`src/rtl/wifi_frame_tx.sv`:
```
// Serial framing transmitter: sends SYNC, command, data, XOR checksum as four
// back-to-back 8N1 bytes on a single UART line, with busy/done status.
module wifi_frame_tx #(
   parameter int         CLKS_PER_BIT = 434,
   parameter logic [7:0] SYNC_BYTE    = 8'hAA
) (
   input  logic       clk,
   input  logic       rst,
   input  logic       start_j1,
   input  logic [7:0] comando,
   input  logic [7:0] datos,
   output logic       tx,
   output logic       bussy,
   output logic       done
);
   localparam int CW = (CLKS_PER_BIT > 2) ? $clog2(CLKS_PER_BIT) : 1;
   localparam logic [CW-1:0] BAUD_LAST = CW'(CLKS_PER_BIT - 1);

   typedef enum logic [1:0] {IDLE, START, DATA, STOP} state_t;

   state_t        state, state_n;
   logic [CW-1:0] baud_cnt, baud_cnt_n;
   logic [2:0]    bit_idx, bit_idx_n;
   logic [1:0]    byte_idx, byte_idx_n;
   logic [7:0]    cmd_q, cmd_n, dat_q, dat_n;
   logic          tx_n, done_n, start_q;
   logic [7:0]    cur_byte;
   logic [2:0]    nxt_bit;
   logic          bit_end;

   always_ff @(posedge clk or posedge rst) begin
      if (rst) begin
         state    <= IDLE;
         baud_cnt <= '0;
         bit_idx  <= '0;
         byte_idx <= '0;
         cmd_q    <= '0;
         dat_q    <= '0;
         tx       <= 1'b1;
         bussy    <= 1'b0;
         done     <= 1'b0;
         start_q  <= 1'b1;
      end else begin
         state    <= state_n;
         baud_cnt <= baud_cnt_n;
         bit_idx  <= bit_idx_n;
         byte_idx <= byte_idx_n;
         cmd_q    <= cmd_n;
         dat_q    <= dat_n;
         tx       <= tx_n;
         bussy    <= (state_n != IDLE);
         done     <= done_n;
         start_q  <= start_j1;
      end
   end

   always_comb begin
      unique case (byte_idx)
         2'd0:    cur_byte = SYNC_BYTE;
         2'd1:    cur_byte = cmd_q;
         2'd2:    cur_byte = dat_q;
         default: cur_byte = SYNC_BYTE ^ cmd_q ^ dat_q;
      endcase
   end

   assign bit_end = (baud_cnt == BAUD_LAST);
   assign nxt_bit = bit_idx + 3'd1;

   always_comb begin
      state_n    = state;
      baud_cnt_n = baud_cnt;
      bit_idx_n  = bit_idx;
      byte_idx_n = byte_idx;
      cmd_n      = cmd_q;
      dat_n      = dat_q;
      tx_n       = tx;
      done_n     = 1'b0;
      unique case (state)
         IDLE: begin
            baud_cnt_n = '0;
            bit_idx_n  = '0;
            byte_idx_n = '0;
            tx_n       = 1'b1;
            // Only a fresh rising edge seen while idle starts a frame.
            if (start_j1 && !start_q) begin
               state_n = START;
               cmd_n   = comando;
               dat_n   = datos;
               tx_n    = 1'b0;
            end
         end
         START: begin
            baud_cnt_n = baud_cnt + 1'b1;
            if (bit_end) begin
               baud_cnt_n = '0;
               bit_idx_n  = '0;
               state_n    = DATA;
               tx_n       = cur_byte[0];
            end
         end
         DATA: begin
            baud_cnt_n = baud_cnt + 1'b1;
            if (bit_end) begin
               baud_cnt_n = '0;
               if (bit_idx == 3'd7) begin
                  state_n = STOP;
                  tx_n    = 1'b1;
               end else begin
                  bit_idx_n = nxt_bit;
                  tx_n      = cur_byte[nxt_bit];
               end
            end
         end
         STOP: begin
            baud_cnt_n = baud_cnt + 1'b1;
            if (bit_end) begin
               baud_cnt_n = '0;
               if (byte_idx == 2'd3) begin
                  state_n    = IDLE;
                  byte_idx_n = '0;
                  done_n     = 1'b1;
               end else begin
                  byte_idx_n = byte_idx + 2'd1;
                  state_n    = START;
                  tx_n       = 1'b0;
               end
            end
         end
         default: state_n = IDLE;
      endcase
   end
endmodule

```
`config.mk`:
```
export PLATFORM = sky130hd
export DESIGN_NAME = wifi_frame_tx
export DESIGN_NICKNAME = d
export VERILOG_FILES = /design/src/rtl/wifi_frame_tx.sv
export SDC_FILE = /design/constraint.sdc
export NUM_CORES = 1
export LEC_CHECK = 0
export ABC_CLOCK_PERIOD_IN_PS = 4100
export CORE_MARGIN = 8
export CORE_UTILIZATION = 60
export DETAILED_ROUTE_END_ITERATION = 12
export GPL_TIMING_DRIVEN = 0
export PLACE_DENSITY_LB_ADDON = 0.15
export SYNTH_ARGS = -nofsm -noshare
export SYNTH_HDL_FRONTEND = slang
export SYNTH_SLANG_ARGS = --single-unit
export TNS_END_PERCENT = 10
```
`constraint.sdc`:
```
create_clock -name clk -period 4.1 [get_ports clk]
set_clock_uncertainty 0.15 [all_clocks]
set_input_delay 0.82 -clock clk [delete_from_list [all_inputs] [get_ports clk]]
set_output_delay 0.82 -clock clk [all_outputs]
set_load 0.03 [all_outputs]
```
==> impl_metrics.py, run 1 <==
metrics = {
    "outcome": {
        "outcome": "complete, no violations",
    },
    "power": {
        "seqPwrFrac": 0.582,
        "p_comb_frac": 0.182,
        "p_sw_uw": 248,
        "power.share.switching": 0.295,
        "power.internal_uw": 593,
        "ir_drop_mv": 0.333,
        "p_clk_frac": 0.236,
        "p_leak_uw": 0.000941,
        "p_per_area_nw_per_um2": 373,
    },
    "clock_tree": {
        "postCtsHoldBufs": 0,
        "max-clock-path-buffers": 2,
        "cts_buffers": 5,
        "post_cts_buffers": 0,
        "clk_latency_ns": 0.34,
        "cts_tree": "yes",
        "ctsResizeCount": 0,
        "htree_levels": 2,
        "path_clk_slew_ns": 0.10,
        "clockRootBuffer": "clkbuf_4",
        "cts_sinks": 36,
    },
    "routing": {
        "drt_iter0_drc": 145,
        "wl_per_cell_microns": 15.7,
        "met3_length_microns": 219,
        "routed_wl_microns": 4130,
        "highest_layer": "met4",
        "via_count": 1584,
        "detail-route-antenna-nets": 0,
        "met1_length_microns": 1820,
        "drt-pass1-iter-count": 4,
        "met2_length_microns": 2000,
        "viasPerCell": 6.02,
        "drc": 0,
    },
    "place": {
        "dp_cells": 255,
        "dp_hpwl_microns": 3110,
        "post-place-ws_ns": 1.12,
        "portBuffers": 21,
        "place_congestion": 0.902,
    },
    "logic_synthesis": {
        "synth.distinct_cells": 46,
        "synth-main-ff-cell": "dfrtp_1",
        "synth.avg_cell_area_sq_um": 10.1,
        "synth_seq_area_share": 0.469,
        "synth_top_area_share": 0.442,
        "syn-instance-count": 190,
        "ys_ff_latch": 36,
        "synth-warning-count": 0,
        "synth_area_leaders": "dfrtp_1 44%, mux2_2 8.8%, ha_1 5.2%",
        "synthArstFlopShare": 1.00,
        "synth_edf_count": 0,
        "syn_area_sq_um": 1930,
        "syn-num-nets": 217,
        "synth.largest_area_cell": "dfrtp_1",
    },
    "critical_path": {
        "cp-end-kind": "register",
        "start_kind": "input pin",
        "r2r_cells": 7,
        "cp_max_fo": 10,
        "required_ns": 4.18,
        "cp.arrival_ns": 2.69,
        "r2r_slack_ns": 1.85,
        "critPathKind": "in2reg",
    },
    "floorplan": {
        "num_rows": 20,
        "start_util": 0.631,
        "die-area_sq_um": 5280,
        "core_area_sq_um": 3050,
        "chipWidth_microns": 72.7,
        "die_h_microns": 72.7,
        "io_pins": 22,
    },
    "sta": {
        "layout_min_cycle_time_ns": 2.62,
        "fmax_ghz": 0.382,
        "hold-worst-slack_ns": 0.353,
        "slew_violations": 0,
        "worst_slew_pin_slew_ns": 0.733,
        "rsz0062_at_grt": "no",
        "period_share": 0.639,
        "fin_ws_ns": 1.48,
        "slew_headroom": 0.511,
        "setup-tns-final_ns": 0,
        "setup_violations": 0,
        "hold_viol": 0,
    },
    "cells_and_area": {
        "final_cells": 263,
        "drive_gt1_frac": 0.160,
        "layout_common_cells": "34 x dfrtp_1, 21 x clkdlybuf4s50_1, 17 x nor2_1, 15 x mux2_2, 13 x o21ai_0",
        "areaGrowthSynthToFinish_pct": 16.9,
        "diodes": 0,
        "layout.nets": 245,
        "finish.utilization": 0.738,
        "mostFrequentLayoutCell": "dfrtp_1",
    },
    "global_route": {
        "grt_pass1_vias": 1651,
        "antenna_found_initial": 0,
        "gr-usage-all-layers": 0.172,
        "grt_max_degree": 37,
        "grt_overflow": 0,
        "grt_pass1_wl_microns": 7210,
    },
    "flow_run": {
        "max_cap_violations": 0,
    },
    "hold_path": {
        "hold_class": "reg2reg",
        "hold_depth": 1,
    },
}
## per-layer routing
| metal | vias to the layer above | global-route usage |
|---|---|---|
| li1 | 733 | - |
| met1 | 783 | 0.206 |
| met2 | 56 | 0.276 |
| met3 | 12 | 0.0385 |
| met4 | 0 | 0.100 |
| met5 | - | 0 |
## per-stage QoR
step | instance area (sq um) | power [uW]
2_1_floorplan | 1930 | 590
3_3_place_gp | 2190 | 634
3_5_place_dp | 2190 | 649
4_1_cts | 2250 | 846
5_1_grt | 2250 | 885
6_report | 2250 | 841
## path summary, 6_finish.rpt
path / startpoint / endpoint
max: start_j1 / dat_q[1]
min: baud_cnt[0] / baud_cnt[0]
max reg2reg: bit_idx[0] / tx
min reg2reg: baud_cnt[0] / baud_cnt[0]
max in group asynchronous: rst / baud_cnt[1]
min in group asynchronous: rst / dat_q[6]
## cells in the mapped netlist, drive strengths merged (2+ instances only)
cell type / n
inv: 6
dfrtp: 34
a21oi: 7
xor2: 4
nor3: 2
nand2: 12
nand4: 2
or3: 2
nor2b: 7
or2: 2
nor2: 17
and3: 2
nor3b: 3
nand3: 11
clkbuf: 4
o21ai: 18
dfstp: 2
a21o: 2
xnor2: 4
buf: 3
a31oi: 2
ha: 8
a22o: 3
mux2: 15
a211oi: 3
## state kept, by name, indices dropped and copies added, names as in the netlist
signal    flops
baud_cnt      9
bussy         1
state         2
tx            1
done          1
cmd_q         8
start_q       1
bit_idx       3
byte_idx      2
dat_q         8
## power by group through the flow
stage / Combinational [uW] / Clock [uW] / Sequential (uW)
6_report: 153 / 198 / 489
5_1_grt: 173 / 214 / 499
4_1_cts: 156 / 203 / 487
3_5_place_dp: 155 / 0 / 494
3_3_place_gp: 146 / 0 / 489
2_1_floorplan: 106 / 0 / 484
## layout make-up
type	instances	area (sq um)
Buffer	7	30.0
Timing Repair Buffer	21	210
Inverter	6	22.5
Tap cell	44	55.1
Clock buffer	6	51.3
Clock inverter	2	10.0
Sequential cell	36	903
Multi-Input combinational cell	141	971
Fill cell	241	800
## critical path, stage by stage
cell	delay, ns
clkdlybuf4s50_1	0.48
nand2b_1	0.13
nor3_2	0.54
buf_2	0.36
mux2_2	0.37
## cell families after synthesis
group,share of synthesized area
adders and majority gates,0.0520
and+or+nand+nor,0.186
buffers and inverters,0.0273
muxes,0.0877
xor gates and xnor gates,0.0364
AOI/OAI and AO/OA,0.142
DFF,0.469
Power figures use the tool's default switching activity.
==> inputs of run 2 (changes only) <==
--- a/config.mk
+++ b/config.mk
@@ -5,9 +5,9 @@
 export SDC_FILE = /design/constraint.sdc
 export NUM_CORES = 1
 export LEC_CHECK = 0
-export ABC_CLOCK_PERIOD_IN_PS = 4100
+export ABC_CLOCK_PERIOD_IN_PS = 2650
 export CORE_MARGIN = 8
-export CORE_UTILIZATION = 60
+export CORE_UTILIZATION = 55
 export DETAILED_ROUTE_END_ITERATION = 12
 export GPL_TIMING_DRIVEN = 0
 export PLACE_DENSITY_LB_ADDON = 0.15
==> constraint.sdc (replaced) <==
create_clock -name clk -period 2.65 [get_ports clk]
set_clock_uncertainty 0.15 [all_clocks]
set_input_delay 0.53 -clock clk [delete_from_list [all_inputs] [get_ports clk]]
set_output_delay 0.53 -clock clk [all_outputs]
set_load 0.03 [all_outputs]
==> run 2 against run 1 <==
Flip-flop and latch count unchanged. Global-route usage about the same. Worst setup slack worse by 1.2 ns. Critical path depth unchanged. Largest power group unchanged. Cell count up 0.76%. Sequential power up 55%. Non-clock buffer count unchanged.
==> impl_metrics.py, run 2 (same netlist as run 1, synthesis figures left out) <==
metrics = {
    "outcome": {
        "outcome": "complete, no violations",
    },
    "floorplan": {
        "die-area_sq_um": 5650,
        "start_util": 0.573,
        "die_h_microns": 75.2,
        "io_pins": 22,
        "num_rows": 21,
        "core_area_sq_um": 3360,
        "chipWidth_microns": 75.2,
    },
    "critical_path": {
        "cp-end-kind": "register",
        "critical-path-max-stage-delay_ns": 0.56,
        "critPathKind": "in2reg",
        "cp.arrival_ns": 2.43,
        "start_kind": "input pin",
        "cp_max_fo": 10,
        "required_ns": 2.74,
        "crit_family": "buffers and inverters",
        "worstPathBufferInverterCount": 2,
        "cp_slowest_cell": "nor3_2",
        "path_cells": "clkdlybuf4s50_1 > nand2b_1 > nor3_2 > buf_2 > mux2_2",
    },
    "place": {
        "dp_hpwl_microns": 3110,
        "dp_cells": 257,
        "portBuffers": 21,
        "place_congestion": 0.834,
    },
    "global_route": {
        "grt_pass1_wl_microns": 7360,
        "grt_pass1_vias": 1598,
        "antenna_found_initial": 0,
        "grt_overflow": 0,
        "grt_max_degree": 37,
        "gr-usage-all-layers": 0.172,
    },
    "clock_tree": {
        "max-clock-path-buffers": 2,
        "clk_latency_ns": 0.35,
        "cts_buffers": 5,
        "cts_sinks": 36,
        "post_cts_buffers": 0,
        "htree_levels": 2,
        "postCtsHoldBufs": 0,
        "ctsResizeCount": 0,
        "cts_tree": "yes",
        "path_clk_slew_ns": 0.11,
        "clockRootBuffer": "clkbuf_4",
    },
    "power": {
        "p_per_area_nw_per_um2": 580,
        "ir_drop_mv": 0.447,
        "p_leak_uw": 0.000936,
    },
    "hold_path": {
        "hold_class": "reg2reg",
    },
    "cells_and_area": {
        "final_cells": 265,
        "diodes": 0,
        "top_regs": "baud_cnt x9, cmd_q x8, dat_q x8",
        "drive_gt1_frac": 0.151,
        "mostFrequentLayoutCell": "dfrtp_1",
        "areaGrowthSynthToFinish_pct": 16.9,
        "largest_reg_flops": 9,
        "layout.nets": 245,
        "layout_common_cells": "34 x dfrtp_1, 21 x clkdlybuf4s50_1, 17 x nor2_1, 15 x mux2_2, 13 x o21ai_0",
        "largest-register": "baud_cnt",
    },
    "routing": {
        "drt_iter0_drc": 84,
        "viasPerCell": 5.78,
        "drc": 0,
        "drt-pass1-iter-count": 4,
        "wl_per_cell_microns": 16.0,
        "via_count": 1532,
        "routed_wl_microns": 4230,
        "detail-route-antenna-nets": 0,
    },
    "sta": {
        "setup_violations": 0,
        "slew_violations": 0,
        "slew_headroom": 0.506,
        "period_share": 0.882,
        "setup-tns-final_ns": 0,
        "worst_slew_pin_slew_ns": 0.739,
        "layout_min_cycle_time_ns": 2.34,
        "hold_viol": 0,
        "rsz0062_at_grt": "no",
        "fmax_ghz": 0.428,
    },
    "flow_run": {
        "max_cap_violations": 0,
    },
}
-- run 2: final cells by class --
class                   count  area (sq um)
plain buffers               7          30.0
clock buffers               8          58.8
fillers                   301          1110
inverters                   6          22.5
multi-input cells         141           971
flip-flops and latches     36           903
well taps                  46          57.6
repair buffers             21           210
-- run 2: worst paths after layout --
kind / from / end / slack, ns / cells past startpoint
min in group asynchronous: rst / dat_q[3] / 0.48 / 2
max in group asynchronous: rst / state[1] / 1.40 / 2
worst max-delay path: start_j1 / cmd_q[5] / 0.31 / 5
worst max register to register: bit_idx[0] / tx / 0.41 / 7
worst min register to register: baud_cnt[0] / baud_cnt[0] / 0.35 / 1
worst min-delay path: baud_cnt[0] / baud_cnt[0] / 0.35 / 1
-- run 2: metal layers --
layer	part of all wire	vias to the layer above	track usage
li1	-	731	-
met1	0.43	745	0.207
met2	0.50	45	0.270
met3	0.051	11	0.0613
met4	0.023	0	0.0746
met5	0	-	0
-- run 2: where the power goes --
| part | internal [uW] | leakage [uW] | switching [uW] | total, uW |
|---|---|---|---|---|
| clock | 131 | 0.0000326 | 180 | 311 |
| combinational | 134 | 0.000460 | 104 | 238 |
| sequential | 656 | 0.000442 | 101 | 758 |
| total | 921 | 0.000936 | 386 | 1310 |
-- run 2: per-stage QoR --
stage / hold WS (ns) / util / setup slack (ns) / total power [uW] / instance area [sq um]
floorplan: 0.303 / - / 0.748 / 913 / 1930
global placement: 0.321 / 0.653 / 0.0164 / 984 / 2190
detailed placement: 0.342 / 0.653 / -0.0817 / 1010 / 2190
CTS: 0.357 / 0.670 / 0.286 / 1310 / 2250
global route: 0.394 / 0.670 / 0.223 / 1380 / 2250
finish: 0.353 / 0.670 / 0.311 / 1310 / 2250
==> inputs of run 3 (changes only) <==
--- a/config.mk
+++ b/config.mk
@@ -6,11 +6,13 @@
 export NUM_CORES = 1
 export LEC_CHECK = 0
 export ABC_CLOCK_PERIOD_IN_PS = 2650
+export CORE_ASPECT_RATIO = 0.7
 export CORE_MARGIN = 8
 export CORE_UTILIZATION = 55
 export DETAILED_ROUTE_END_ITERATION = 12
 export GPL_TIMING_DRIVEN = 0
 export PLACE_DENSITY_LB_ADDON = 0.15
+export SETUP_SLACK_MARGIN = 0.2
 export SYNTH_ARGS = -nofsm -noshare
 export SYNTH_HDL_FRONTEND = slang
 export SYNTH_SLANG_ARGS = --single-unit
==> run 3 against run 2 <==
Via count increased by 0.91%. Non-clock buffer count unchanged. Cell area is 3.5% higher. Hold slack got worse by 0.0053 ns. Clock power is 69% higher. Clock-buffer cell count is 1 lower. Critical path type is now reg2reg. Largest power group unchanged. Highest routed layer unchanged.
==> impl_metrics.py, run 3 (same netlist as run 1, synthesis figures left out) <==
metrics = {
    "critical_path": {
        "start_kind": "register",
        "cp-end-kind": "register",
        "required_ns": 2.72,
        "crit_path_start": "bit_idx[0]",
        "endpoint": "tx",
        "cp_max_fo": 10,
        "critPathKind": "reg2reg",
        "r2r_slack_ns": 0.38,
        "cp.arrival_ns": 2.34,
        "r2r_cells": 7,
        "reg2reg_from": "bit_idx[0]",
        "r2r-end": "tx",
    },
    "routing": {
        "routed_wl_microns": 4360,
        "drt-pass1-iter-count": 4,
        "via_count": 1546,
        "viasPerCell": 5.75,
        "wl_per_cell_microns": 16.2,
        "drc": 0,
        "detail-route-antenna-nets": 0,
        "drt_iter0_drc": 100,
    },
    "place": {
        "placed_area_sq_um": 2200,
        "portBuffers": 21,
        "post-place-ws_ns": -0.0825,
        "dp_hpwl_microns": 3300,
        "place_congestion": 0.884,
    },
    "sta": {
        "period_share": 0.856,
        "fin_ws_ns": 0.381,
        "slew_violations": 0,
        "hold_viol": 0,
        "setup_violations": 0,
        "rsz0062_at_grt": "no",
        "layout_min_cycle_time_ns": 2.27,
        "slew_headroom": 0.507,
        "fmax_ghz": 0.441,
        "worst_slew_pin_slew_ns": 0.739,
    },
    "global_route": {
        "gr-usage-all-layers": 0.168,
        "grt_overflow": 0,
        "grt_max_degree": 37,
        "grt_pass1_wl_microns": 7430,
        "grt_pass1_vias": 1536,
        "antenna_found_initial": 0,
    },
    "cells_and_area": {
        "drive_gt1_frac": 0.160,
        "diodes": 0,
        "areaGrowthSynthToFinish_pct": 21.0,
        "top_regs": "baud_cnt x9, cmd_q x8, dat_q x8",
        "layout_common_cells": "34 x dfrtp_1, 21 x clkdlybuf4s50_1, 17 x nor2_1, 15 x mux2_2, 13 x o21ai_0",
        "multi_input_area_sq_um": 977,
        "largest-register": "baud_cnt",
        "layout.nets": 245,
        "area.sequential_sq_um": 903,
        "mostFrequentLayoutCell": "dfrtp_1",
        "largest_reg_flops": 9,
        "nFillCells": 280,
        "final_area_sq_um": 2330,
        "finish.utilization": 0.677,
    },
    "clock_tree": {
        "cts_sinks": 36,
        "htree_levels": 2,
        "clockRootBuffer": "clkbuf_8",
        "cts_buffers": 5,
        "cts_tree": "yes",
        "max-clock-path-buffers": 2,
        "path_clk_slew_ns": 0.08,
        "clk_latency_ns": 0.29,
    },
    "flow_run": {
        "max_cap_violations": 0,
    },
    "floorplan": {
        "die-area_sq_um": 5680,
        "num_rows": 18,
        "die_h_microns": 65.5,
        "io_pins": 22,
        "core_area_sq_um": 3450,
        "start_util": 0.559,
        "chipWidth_microns": 86.7,
    },
    "outcome": {
        "outcome": "complete, no violations",
    },
    "power": {
        "p_leak_uw": 0.000967,
        "ir_drop_mv": 0.501,
        "p_per_area_nw_per_um2": 657,
    },
    "hold_path": {
        "hold_class": "reg2reg",
    },
}
[run 3: cell count changes in the layout (fill, tap and decap cells not counted)]
cell	previous run	this run
bufinv_16	0	1
clkbuf_1	6	4
clkbuf_4	5	0
clkbuf_8	1	7
nor3_2	1	0
nor3_4	0	1
[run 3: worst min path at each step]
stage | start | depth (start not counted) | to | slack (ns)
finish | baud_cnt[0] | 1 | baud_cnt[0] | 0.35
global route | baud_cnt[0] | 1 | baud_cnt[0] | 0.36
CTS | baud_cnt[0] | 1 | baud_cnt[0] | 0.35
detailed placement | baud_cnt[0] | 1 | baud_cnt[0] | 0.34
global placement | baud_cnt[0] | 1 | baud_cnt[0] | 0.32
floorplan | baud_cnt[0] | 1 | baud_cnt[0] | 0.30
[run 3: power by group]
| group | total [uW] | switching, uW | internal (uW) |
|---|---|---|---|
| Clock | 526 | 194 | 332 |
| Sequential | 761 | 104 | 657 |
| Combinational | 244 | 109 | 135 |
[run 3: layer usage]
metal  vias up  track usage  part of all wire
met4         0       0.0748             0.021
met5         -            0                 0
met1       760        0.224              0.47
met2        41        0.248              0.45
met3         9       0.0498             0.049
li1        736            -                 -
[run 3: area by class of cell]
class                   count  share of cell area
repair buffers             21              0.0901
clock buffers               7              0.0413
plain buffers               7              0.0129
flip-flops and latches     36               0.387
inverters                   6             0.00966
well taps                  50              0.0268
clock inverters             1              0.0129
multi-input cells         141               0.419
[run 3: critical path, cell delays in order (launching register included)]
cell,delay (ns)
dfrtp_1,0.46
ha_1,0.31
clkbuf_1,0.33
nor4b_1,0.30
nor3b_1,0.09
a31oi_1,0.21
o41ai_1,0.11
o211a_1,0.24
[run 3: timing repair]
| action | 4_1_cts | 5_1_grt |
|---|---|---|
| buffers inserted | 0 | 0 |
| setup endpoints to repair | 0 | 8 |
| hold buffers | 0 | 0 |
| resized for setup | 0 | 1 |
[run 3: through the flow]
step           hold slack, ns  setup TNS (ns)  cells  total power (uW)
3_5_place_dp            0.338          -0.591    261              1010
2_1_floorplan           0.303               0    190               913
3_3_place_gp            0.322               0    261               986
6_report                0.348               0    269              1530
4_1_cts                 0.348               0    269              1540
5_1_grt                 0.358               0    269              1600
